`config.mk`:
```
export PLATFORM = sky130hd
export DESIGN_NAME = seg_share_arbiter_flat
export DESIGN_NICKNAME = d
export VERILOG_FILES = /design/src/rtl/seg_pkg.sv /design/src/rtl/seg_share_arbiter_if.sv /design/src/rtl/hex7seg.sv /design/src/rtl/seg_share_arbiter.sv /design/src/flat_wrapper.sv
export SDC_FILE = /design/constraint.sdc
export NUM_CORES = 1
export LEC_CHECK = 0
export ABC_CLOCK_PERIOD_IN_PS = 1900
export BUFFER_PORTS_ARGS = -buffer_cell sky130_fd_sc_hd__buf_4
export CORE_ASPECT_RATIO = 1.5
export CORE_UTILIZATION = 35
export DETAILED_ROUTE_END_ITERATION = 10
export SYNTH_ARGS = -nofsm -noshare
export SYNTH_HDL_FRONTEND = slang
export SYNTH_SLANG_ARGS = --single-unit
```
`constraint.sdc`:
```
create_clock -name clk_2 -period 1.9 [get_ports clk_2]
set_input_delay 0.19 -clock clk_2 [delete_from_list [all_inputs] [get_ports clk_2]]
set_output_delay 0.19 -clock clk_2 [all_outputs]
set_load 0.01 [all_outputs]
```
`src/rtl/seg_pkg.sv`:
```
// Shared types and constants for the 7-segment display sharing logic.
// Holds the arbiter FSM encoding and the hex-to-segment pattern table.
package seg_pkg;

    localparam int REQ_N = 2;

    localparam logic [7:0] SEG_BLANK = 8'h00;

    typedef enum logic [1:0] {
        IDLE = 2'd0,
        SHOW = 2'd1,
        GAP  = 2'd2
    } state_t;

    // Segment patterns {g,f,e,d,c,b,a} for hex digits 0..F.
    localparam logic [6:0] HEX7 [16] = '{
        7'h3F, 7'h06, 7'h5B, 7'h4F, 7'h66, 7'h6D, 7'h7D, 7'h07,
        7'h7F, 7'h6F, 7'h77, 7'h7C, 7'h39, 7'h5E, 7'h79, 7'h71
    };

endpackage

```
`src/rtl/seg_share_arbiter_if.sv`:
```
// Requester-side bundle of the shared display: requests, data and the
// grant/done/busy/SEG responses. Master drives requests, slave is the arbiter.
interface seg_share_arbiter_if;

    logic [seg_pkg::REQ_N-1:0] req;
    logic [3:0]                data0;
    logic [3:0]                data1;
    logic [seg_pkg::REQ_N-1:0] gnt;
    logic [seg_pkg::REQ_N-1:0] done;
    logic                      busy;
    logic [7:0]                SEG;

    modport master (
        output req, data0, data1,
        input  gnt, done, busy, SEG
    );

    modport slave (
        input  req, data0, data1,
        output gnt, done, busy, SEG
    );

endinterface

```
`src/rtl/hex7seg.sv`:
```
// Combinational hex digit to 7-segment pattern lookup, zero latency.
// No handshake; output follows the input directly.
module hex7seg
    import seg_pkg::*;
(
    input  logic [3:0] val_i,
    output logic [6:0] seg_o
);

    assign seg_o = HEX7[val_i];

endmodule

```
`src/rtl/seg_share_arbiter.sv`:
```
// Round-robin sharing of one 7-segment display between two requesters.
// Grant on the edge after a request is seen in IDLE; HOLD show cycles then GAP blank cycles; requests wait while busy.
module seg_share_arbiter
    import seg_pkg::*;
#(
    parameter int HOLD = 4,
    parameter int GAP  = 1
)(
    input  logic              clk_2,
    input  logic              reset,
    seg_share_arbiter_if.slave sb
);

    localparam logic [7:0] HOLD_LOAD = 8'(HOLD - 1);
    localparam logic [7:0] GAP_LOAD  = 8'(GAP - 1);

    state_t     state_q, state_d;
    logic [7:0] cnt_q,   cnt_d;
    logic [3:0] val_q,   val_d;
    logic       cur_q,   cur_d;
    logic       last_q,  last_d;

    logic       win;
    logic [6:0] seg7;

    logic [REQ_N-1:0] gnt;
    logic [REQ_N-1:0] done;
    logic             busy;
    logic [7:0]       seg;

    hex7seg u_hex7seg (
        .val_i (val_q),
        .seg_o (seg7)
    );

    // On a tie the requester that was not served last wins.
    always_comb begin
        win = 1'b0;
        case (sb.req)
            2'b01:   win = 1'b0;
            2'b10:   win = 1'b1;
            2'b11:   win = ~last_q;
            default: win = 1'b0;
        endcase
    end

    always_ff @(posedge clk_2) begin
        if (reset) begin
            state_q <= IDLE;
            cnt_q   <= 8'd0;
            val_q   <= 4'd0;
            cur_q   <= 1'b0;
            last_q  <= 1'b1;
        end else begin
            state_q <= state_d;
            cnt_q   <= cnt_d;
            val_q   <= val_d;
            cur_q   <= cur_d;
            last_q  <= last_d;
        end
    end

    always_comb begin
        state_d = state_q;
        cnt_d   = cnt_q;
        val_d   = val_q;
        cur_d   = cur_q;
        last_d  = last_q;
        case (state_q)
            IDLE: begin
                if (|sb.req) begin
                    state_d = SHOW;
                    cur_d   = win;
                    val_d   = win ? sb.data1 : sb.data0;
                    cnt_d   = HOLD_LOAD;
                end
            end
            SHOW: begin
                if (cnt_q == 8'd0) begin
                    last_d = cur_q;
                    if (GAP == 0) begin
                        state_d = IDLE;
                        cnt_d   = 8'd0;
                    end else begin
                        state_d = seg_pkg::GAP;
                        cnt_d   = GAP_LOAD;
                    end
                end else begin
                    cnt_d = cnt_q - 8'd1;
                end
            end
            seg_pkg::GAP: begin
                if (cnt_q == 8'd0) begin
                    state_d = IDLE;
                end else begin
                    cnt_d = cnt_q - 8'd1;
                end
            end
            default: begin
                state_d = IDLE;
                cnt_d   = 8'd0;
            end
        endcase
    end

    // Outputs depend on registered state only, so no input reaches them combinationally.
    always_comb begin
        gnt  = '0;
        done = '0;
        busy = 1'b0;
        seg  = SEG_BLANK;
        case (state_q)
            SHOW: begin
                gnt[cur_q]  = 1'b1;
                done[cur_q] = (cnt_q == 8'd0);
                busy        = 1'b1;
                seg         = {cur_q, seg7};
            end
            seg_pkg::GAP: begin
                busy = 1'b1;
            end
            default: begin
                busy = 1'b0;
            end
        endcase
    end

    assign sb.gnt  = gnt;
    assign sb.done = done;
    assign sb.busy = busy;
    assign sb.SEG  = seg;

endmodule

```
`src/flat_wrapper.sv`:
```
// flat-port wrapper written by rule: the top's interface ports become plain ports
module seg_share_arbiter_flat import seg_pkg::*;
#(
    parameter int HOLD = 4,
    parameter int GAP  = 1
)
  (clk_2, reset, sb_req, sb_data0, sb_data1, sb_gnt, sb_done, sb_busy, sb_SEG);
  seg_share_arbiter_if sb_i ();
  input  logic clk_2;
  input  logic reset;
  input wire logic [$bits(sb_i.req)-1:0] sb_req;
  input wire logic [$bits(sb_i.data0)-1:0] sb_data0;
  input wire logic [$bits(sb_i.data1)-1:0] sb_data1;
  output wire logic [$bits(sb_i.gnt)-1:0] sb_gnt;
  output wire logic [$bits(sb_i.done)-1:0] sb_done;
  output wire logic [$bits(sb_i.busy)-1:0] sb_busy;
  output wire logic [$bits(sb_i.SEG)-1:0] sb_SEG;
  assign sb_i.req = sb_req;
  assign sb_i.data0 = sb_data0;
  assign sb_i.data1 = sb_data1;
  assign sb_gnt = sb_i.gnt;
  assign sb_done = sb_i.done;
  assign sb_busy = sb_i.busy;
  assign sb_SEG = sb_i.SEG;
  seg_share_arbiter #(.HOLD(HOLD), .GAP(GAP)) u_core (.clk_2(clk_2), .reset(reset), .sb(sb_i));
endmodule
```
==> results of run 1 <==
## cell type report
| cell class | count | share of cell area (%) |
|---|---|---|
| tap | 40 | 3.13 |
| sequential | 16 | 20.3 |
| inverter | 12 | 2.81 |
| clock buffer | 4 | 3.44 |
| multi-input combinational | 107 | 53.9 |
| timing repair buffer | 35 | 16.4 |
## synth_stat cells, types with 3 or more instances
library cell and instances:
a211oi_1 10, a21oi_1 11, and3_1 3, clkbuf_1 6
dfxtp_1 16, ha_1 10, inv_1 12, mux2i_1 6
nand2_1 7, nand2b_1 3, nor2_1 7, nor2b_1 5
o21ai_0 8, o31ai_1 3, o41ai_1 4, or4_1 3
## state kept, by name, summed over array words and instances (netlist names)
name,flops
u_core.val_q,4
u_core.state_q,2
u_core.cur_q,1
u_core.last_q,1
u_core.cnt_q,8
## worst min path at each step
stage | depth (start not counted) | to | from | slack (ns)
after floorplan | 2 | u_core.val_q[0] | sb_data0[0] | 0.42
after global placement | 1 | u_core.last_q | u_core.last_q | 0.46
after detailed placement | 1 | u_core.last_q | u_core.last_q | 0.46
after CTS | 2 | u_core.state_q[1] | reset | 0.26
after global routing | 3 | u_core.val_q[1] | sb_data0[1] | 0.30
final | 2 | u_core.state_q[1] | reset | 0.29
## per-layer routing
metal / global-route usage (%) / vias up / wire length, um
li1: - / 596 / -
met1: 20.7 / 585 / 1320
met2: 39.2 / 22 / 1780
met3: 1.24 / 2 / 75
met4: 4.76 / 0 / 13
met5: 0 / - / 0
## what timing repair did
action,in CTS,in global routing
setup endpoints to repair,5,10
cloned,0,0
gates resized for setup,6,10
pin swaps,1,1
setup buffers,1,0
## cell families after synthesis
logic type	after synthesis	synth area share [%]
compound gates	49	28.6
flops	16	26.8
buf+inv	19	6.27
fa+ha+maj	10	10.4
simple gates	42	22.9
mux	6	5.02
## cells in the final DEF, fill, tap and decap left out, types with 2 or more instances in the layout
master,n
a31oi_1,2
o211a_1,2
or4_4,3
or3_2,2
nand2b_1,3
a211oi_1,5
ha_1,8
a211oi_2,6
o41ai_1,4
nor2b_1,5
nand2_1,7
nand3b_1,2
clkbuf_8,4
nor2_1,6
or4_1,2
buf_4,35
o21ai_0,8
dfxtp_1,12
inv_1,10
o31ai_1,2
a21oi_1,11
inv_2,2
dfxtp_2,4
mux2i_1,6
and3_1,2
## power groups by stage
stage | clock [mW] | sequential (mW) | combinational (mW)
final | 0.304 | 0.638 | 1.81
after global routing | 0.329 | 0.667 | 2.00
after CTS | 0.311 | 0.626 | 1.72
after global placement | 0 | 0.625 | 1.57
after detailed placement | 0 | 0.629 | 1.63
after floorplan | 0 | 0.573 | 1.08
## per-stage QoR
step	worst slack (ns)	util, %
2_1_floorplan	-0.0395	-
3_3_place_gp	0.00511	46.3
3_5_place_dp	-0.0626	46.3
4_1_cts	-0.0184	49.0
5_1_grt	-0.0730	50.2
6_report	-0.0271	50.2
==> results.py, run 1 <==
metrics = {
    "final_layout": {
        "stdcell_count": 214,
        "fin_area_um2": 1600,
        "areaGrowthSynthToFinish_pct": 33.6,
        "antenna_cells": 0,
        "final_nets": 197,
        "fill_cells": 324,
        "drive_gt1_share_pct": 37.4,
        "register_area_um2": 325,
        "multiInputGateArea_um2": 862,
    },
    "logic_synthesis": {
        "syn-num-nets": 164,
        "yosys_warnings": 0,
        "synth.avg_cell_area_um2": 8.43,
        "yosysSeqAreaShare_pct": 26.8,
        "synth_edf_count": 0,
        "ys_types": 39,
        "synth_area_leaders": "dfxtp_1, ha_1, a211oi_1",
        "synth_top_area_share_pct": 26.8,
        "syn_area_um2": 1200,
        "ys.flop_type": "dfxtp_1",
        "synth-seq-cells": 16,
        "postSynthCellCount": 142,
        "async_flop_share_pct": 0,
        "yosysTopAreaCell": "dfxtp_1",
    },
    "place": {
        "io_buffers": 24,
        "dp_cells": 209,
        "place_area_um2": 1480,
        "routabilityCongestion": 0.731,
        "dpl.hpwl_um": 2390,
    },
    "setup_path": {
        "cp_top_family": "simple AND/OR/NAND/NOR gates",
        "worstPathRequired_ns": 2.07,
        "r2r_setup_slack_ns": -0.03,
        "worst_path_largest_cell_delay_ns": 0.50,
        "reg2reg_depth": 6,
        "crit_fanout": 5,
        "critPathCaptureType": "flip-flop",
        "endpoint": "u_core.cnt_q[5]",
        "cp.depth": 6,
        "path_class": "reg -> reg",
        "critPathLaunchType": "flip-flop",
        "rr_startpoint": "u_core.state_q[0]",
        "path_buf_inv": 1,
        "r2r_end": "u_core.cnt_q[5]",
        "crit_start": "u_core.state_q[0]",
        "slowest_stage": "or4b_4",
        "crit_chain": "inv_2 > ha_4 > nor3b_4 > or4_4 > or4b_4 > a211oi_2",
        "crit_arrival_ns": 2.10,
    },
    "sta": {
        "maxSlewHeadroom_pct": 71.3,
        "drv_slew": 0,
        "setup_viol": 1,
        "worst_slew_pin_slew_ns": 0.430,
        "worst_slack_ns": -0.0271,
        "finalHoldViolations": 0,
        "setup_tns_ns": -0.0271,
        "whs_ns": 0.286,
        "clock.fmax_mhz": 519,
        "rsz0062_at_grt": "yes",
        "fin_crit_sh_pct": 101,
        "finalCriticalPeriod_ns": 1.93,
        "fin_skew_ns": 0.00282,
    },
    "pwr": {
        "pwr-share-clk_pct": 11.1,
        "finalPower_mw": 2.75,
        "peakVddDrop_mv": 1.00,
        "pwr-share-seq_pct": 23.2,
        "swShare_pct": 43.6,
        "power_per_cell_area_nw_per_um2": 1720,
        "combPwrFrac_pct": 65.7,
        "leakage_nw": 0.691,
        "power_switching_mw": 1.20,
        "power.internal_mw": 1.55,
    },
    "clock_tree": {
        "clk_pin_slew_worst_paths_ns": 0.07,
        "postCtsHoldBufs": 0,
        "root_buffer": "clkbuf_8",
        "clk_path_buf_depth": 2,
        "htree_levels": 1,
        "clock_sinks": 16,
        "clock_latency_ns": 0.25,
        "cts_tree": "done",
        "cts_buffers": 3,
    },
    "die": {
        "dieArea_um2": 3660,
        "ioPinCount": 25,
        "row_count": 25,
        "floorplan.initialDensity_pct": 37.5,
        "die_h_um": 73.6,
        "core_um2": 3190,
        "die_w_um": 49.8,
    },
    "global_route": {
        "grt_pass1_vias": 1168,
        "gr-usage-all-layers_pct": 19.2,
        "antenna_found_initial": 0,
        "grt_pass1_wl_um": 5460,
        "gr-total-overflow": 0,
        "grt_max_degree": 19,
    },
    "route": {
        "wl_um": 3180,
        "dr.first_iter.drc_count": 26,
        "post_drt_wl_per_cell_um": 14.9,
        "drc": 0,
        "vias": 1205,
        "drtPass1Iterations": 4,
        "postRouteAntennaNets": 0,
        "avgViaCountPerCell": 5.63,
    },
    "run_status": {
        "violations": "setup timing",
        "status": "finished, violations left",
    },
    "run": {
        "maxCapViolCount": 0,
    },
    "worst_hold_path": {
        "hold_path.class": "in -> reg",
    },
}
No activity file was read; power rests on OpenSTA's default activity.
==> inputs of run 2 (changes only) <==
--- a/config.mk
+++ b/config.mk
@@ -8,8 +8,11 @@
 export ABC_CLOCK_PERIOD_IN_PS = 1900
 export BUFFER_PORTS_ARGS = -buffer_cell sky130_fd_sc_hd__buf_4
 export CORE_ASPECT_RATIO = 1.5
-export CORE_UTILIZATION = 35
+export CORE_UTILIZATION = 45
+export CTS_CLUSTER_DIAMETER = 50
 export DETAILED_ROUTE_END_ITERATION = 10
+export PLACE_DENSITY = 0.7
+export SKIP_CTS_REPAIR_TIMING = 1
 export SYNTH_ARGS = -nofsm -noshare
 export SYNTH_HDL_FRONTEND = slang
 export SYNTH_SLANG_ARGS = --single-unit
==> results.py, run 2 (same netlist as run 1, synthesis figures left out) <==
metrics = {
    "sta": {
        "fin_skew_ns": 0.000868,
        "worst_slew_pin_slew_ns": 0.420,
        "worst_slack_ns": -0.0236,
        "setup_viol": 1,
        "finalHoldViolations": 0,
        "maxSlewHeadroom_pct": 71.9,
        "rsz0062_at_grt": "yes",
        "clock.fmax_mhz": 520,
        "drv_slew": 0,
        "fin_crit_sh_pct": 101,
        "setup_tns_ns": -0.0236,
        "finalCriticalPeriod_ns": 1.92,
    },
    "run": {
        "maxCapViolCount": 0,
    },
    "setup_path": {
        "path_buf_inv": 1,
        "crit_chain": "inv_2 > ha_4 > nor3b_4 > or4_4 > or4b_4 > a211oi_2",
        "cp_top_family": "simple AND/OR/NAND/NOR gates",
        "critPathCaptureType": "flip-flop",
        "slowest_stage": "or4b_4",
        "worst_path_largest_cell_delay_ns": 0.50,
        "crit_fanout": 7,
        "path_class": "reg -> reg",
        "worstPathRequired_ns": 2.12,
        "critPathLaunchType": "flip-flop",
        "crit_arrival_ns": 2.14,
        "r2r_setup_slack_ns": -0.02,
    },
    "clock_tree": {
        "root_buffer": "clkbuf_4",
        "clock_sinks": 16,
        "clock_latency_ns": 0.29,
        "cts_tree": "done",
        "cts_buffers": 3,
        "clk_pin_slew_worst_paths_ns": 0.09,
        "clk_path_buf_depth": 2,
        "htree_levels": 1,
    },
    "pwr": {
        "leakage_nw": 0.709,
        "power_per_cell_area_nw_per_um2": 1710,
        "peakVddDrop_mv": 0.882,
        "pwr-share-clk_pct": 8.2,
        "power_switching_mw": 1.19,
        "combPwrFrac_pct": 68.0,
        "pwr-share-seq_pct": 23.8,
        "swShare_pct": 43.9,
        "power.internal_mw": 1.53,
    },
    "route": {
        "avgViaCountPerCell": 6.07,
        "vias": 1226,
        "drtPass1Iterations": 9,
        "dr.first_iter.drc_count": 30,
        "postRouteAntennaNets": 0,
        "wl_um": 3030,
        "drc": 1,
        "post_drt_wl_per_cell_um": 15.0,
    },
    "final_layout": {
        "areaGrowthSynthToFinish_pct": 32.9,
        "layout_common_cells": "buf_4, dfxtp_1, a21oi_1",
        "antenna_cells": 0,
        "fin_area_um2": 1590,
        "drive_gt1_share_pct": 37.1,
        "layout_commonest_cell": "buf_4",
        "regMostFlops": "u_core.cnt_q",
        "largest_register_ffs": 8,
        "fin_util_pct": 64.2,
        "final_nets": 201,
        "reg_top3": "u_core.cnt_q: 8 flops, u_core.val_q: 4 flops, u_core.state_q: 2 flops",
    },
    "place": {
        "routabilityCongestion": 0.844,
        "dpl.hpwl_um": 2250,
        "io_buffers": 24,
        "place_area_um2": 1460,
    },
    "die": {
        "die_w_um": 44.1,
        "dieArea_um2": 2880,
        "floorplan.initialDensity_pct": 48.3,
        "row_count": 22,
        "die_h_um": 65.2,
        "ioPinCount": 25,
        "core_um2": 2480,
    },
    "global_route": {
        "antenna_found_initial": 0,
        "grt_pass1_vias": 1149,
        "grt_max_degree": 19,
        "gr-total-overflow": 0,
        "grt_pass1_wl_um": 4680,
        "gr-usage-all-layers_pct": 20.9,
    },
    "run_status": {
        "status": "finished, violations left",
        "violations": "DRC, setup timing",
    },
    "worst_hold_path": {
        "hold_path.class": "in -> reg",
    },
}
==> run 2: cell types whose count changed in the layout (fill, tap and decap cells not counted), moves of 2 or more <==
cell,change
clkbuf_8,-3
buf_4,+3
a211oi_1,+2
clkbuf_4,+3
a211oi_2,-2
==> run 2: area by class of cell <==
cell class                      instances  area [um2]
Fill cell                             222         886
Multi-Input combinational cell        107         858
Sequential cell                        16         325
Timing Repair Buffer                   39         297
Inverter                               12        45.0
Clock buffer                            4        36.3
Tap cell                               24        30.0
==> run 2: worst register-to-register path, delay by kind of cell (launching register included) <==
family          cells  cell delay (ns)
fa+ha+maj           1             0.15
buf+inv             1             0.05
flops               1             0.35
compound gates      1             0.21
simple gates        3             1.12
==> run 2: path summary, 6_finish.rpt <==
check / from / to / cells past startpoint
worst max-delay path: u_core.state_q[0] / u_core.cnt_q[5] / 6
worst min-delay path: reset / u_core.val_q[0] / 2
worst min register to register: u_core.last_q / u_core.last_q / 1
worst max register to register: u_core.state_q[0] / u_core.cnt_q[5] / 6
==> run 2: per-stage QoR <==
| step | hold WS (ns) | total power [mW] | instances | setup WS, ns |
|---|---|---|---|---|
| after floorplan | 0.424 | 1.66 | 142 | -0.0395 |
| after global placement | 0.443 | 2.17 | 193 | -0.00226 |
| after detailed placement | 0.460 | 2.23 | 193 | -0.0365 |
| after CTS | 0.209 | 2.47 | 197 | -0.167 |
| after global routing | 0.229 | 2.93 | 202 | -0.0687 |
| final | 0.223 | 2.72 | 202 | -0.0236 |
==> run 2: power groups by stage <==
stage                     Clock, mW  Combinational (mW)  Sequential, mW
after floorplan                   0                1.08           0.573
after global placement            0                1.54           0.624
after detailed placement          0                1.60           0.629
after CTS                     0.231                1.62           0.621
after global routing          0.243                2.02           0.670
final                         0.224                1.85           0.647
==> run 2: routing by layer <==
metal	GRT usage, %	part of all wire [%]	up-vias	wire length, um
met2	40.3	58	29	1760
met5	0	0	-	0
met3	1.65	2.8	7	84
met1	21.6	37	581	1130
li1	-	-	609	-
met4	9.47	1.8	0	54
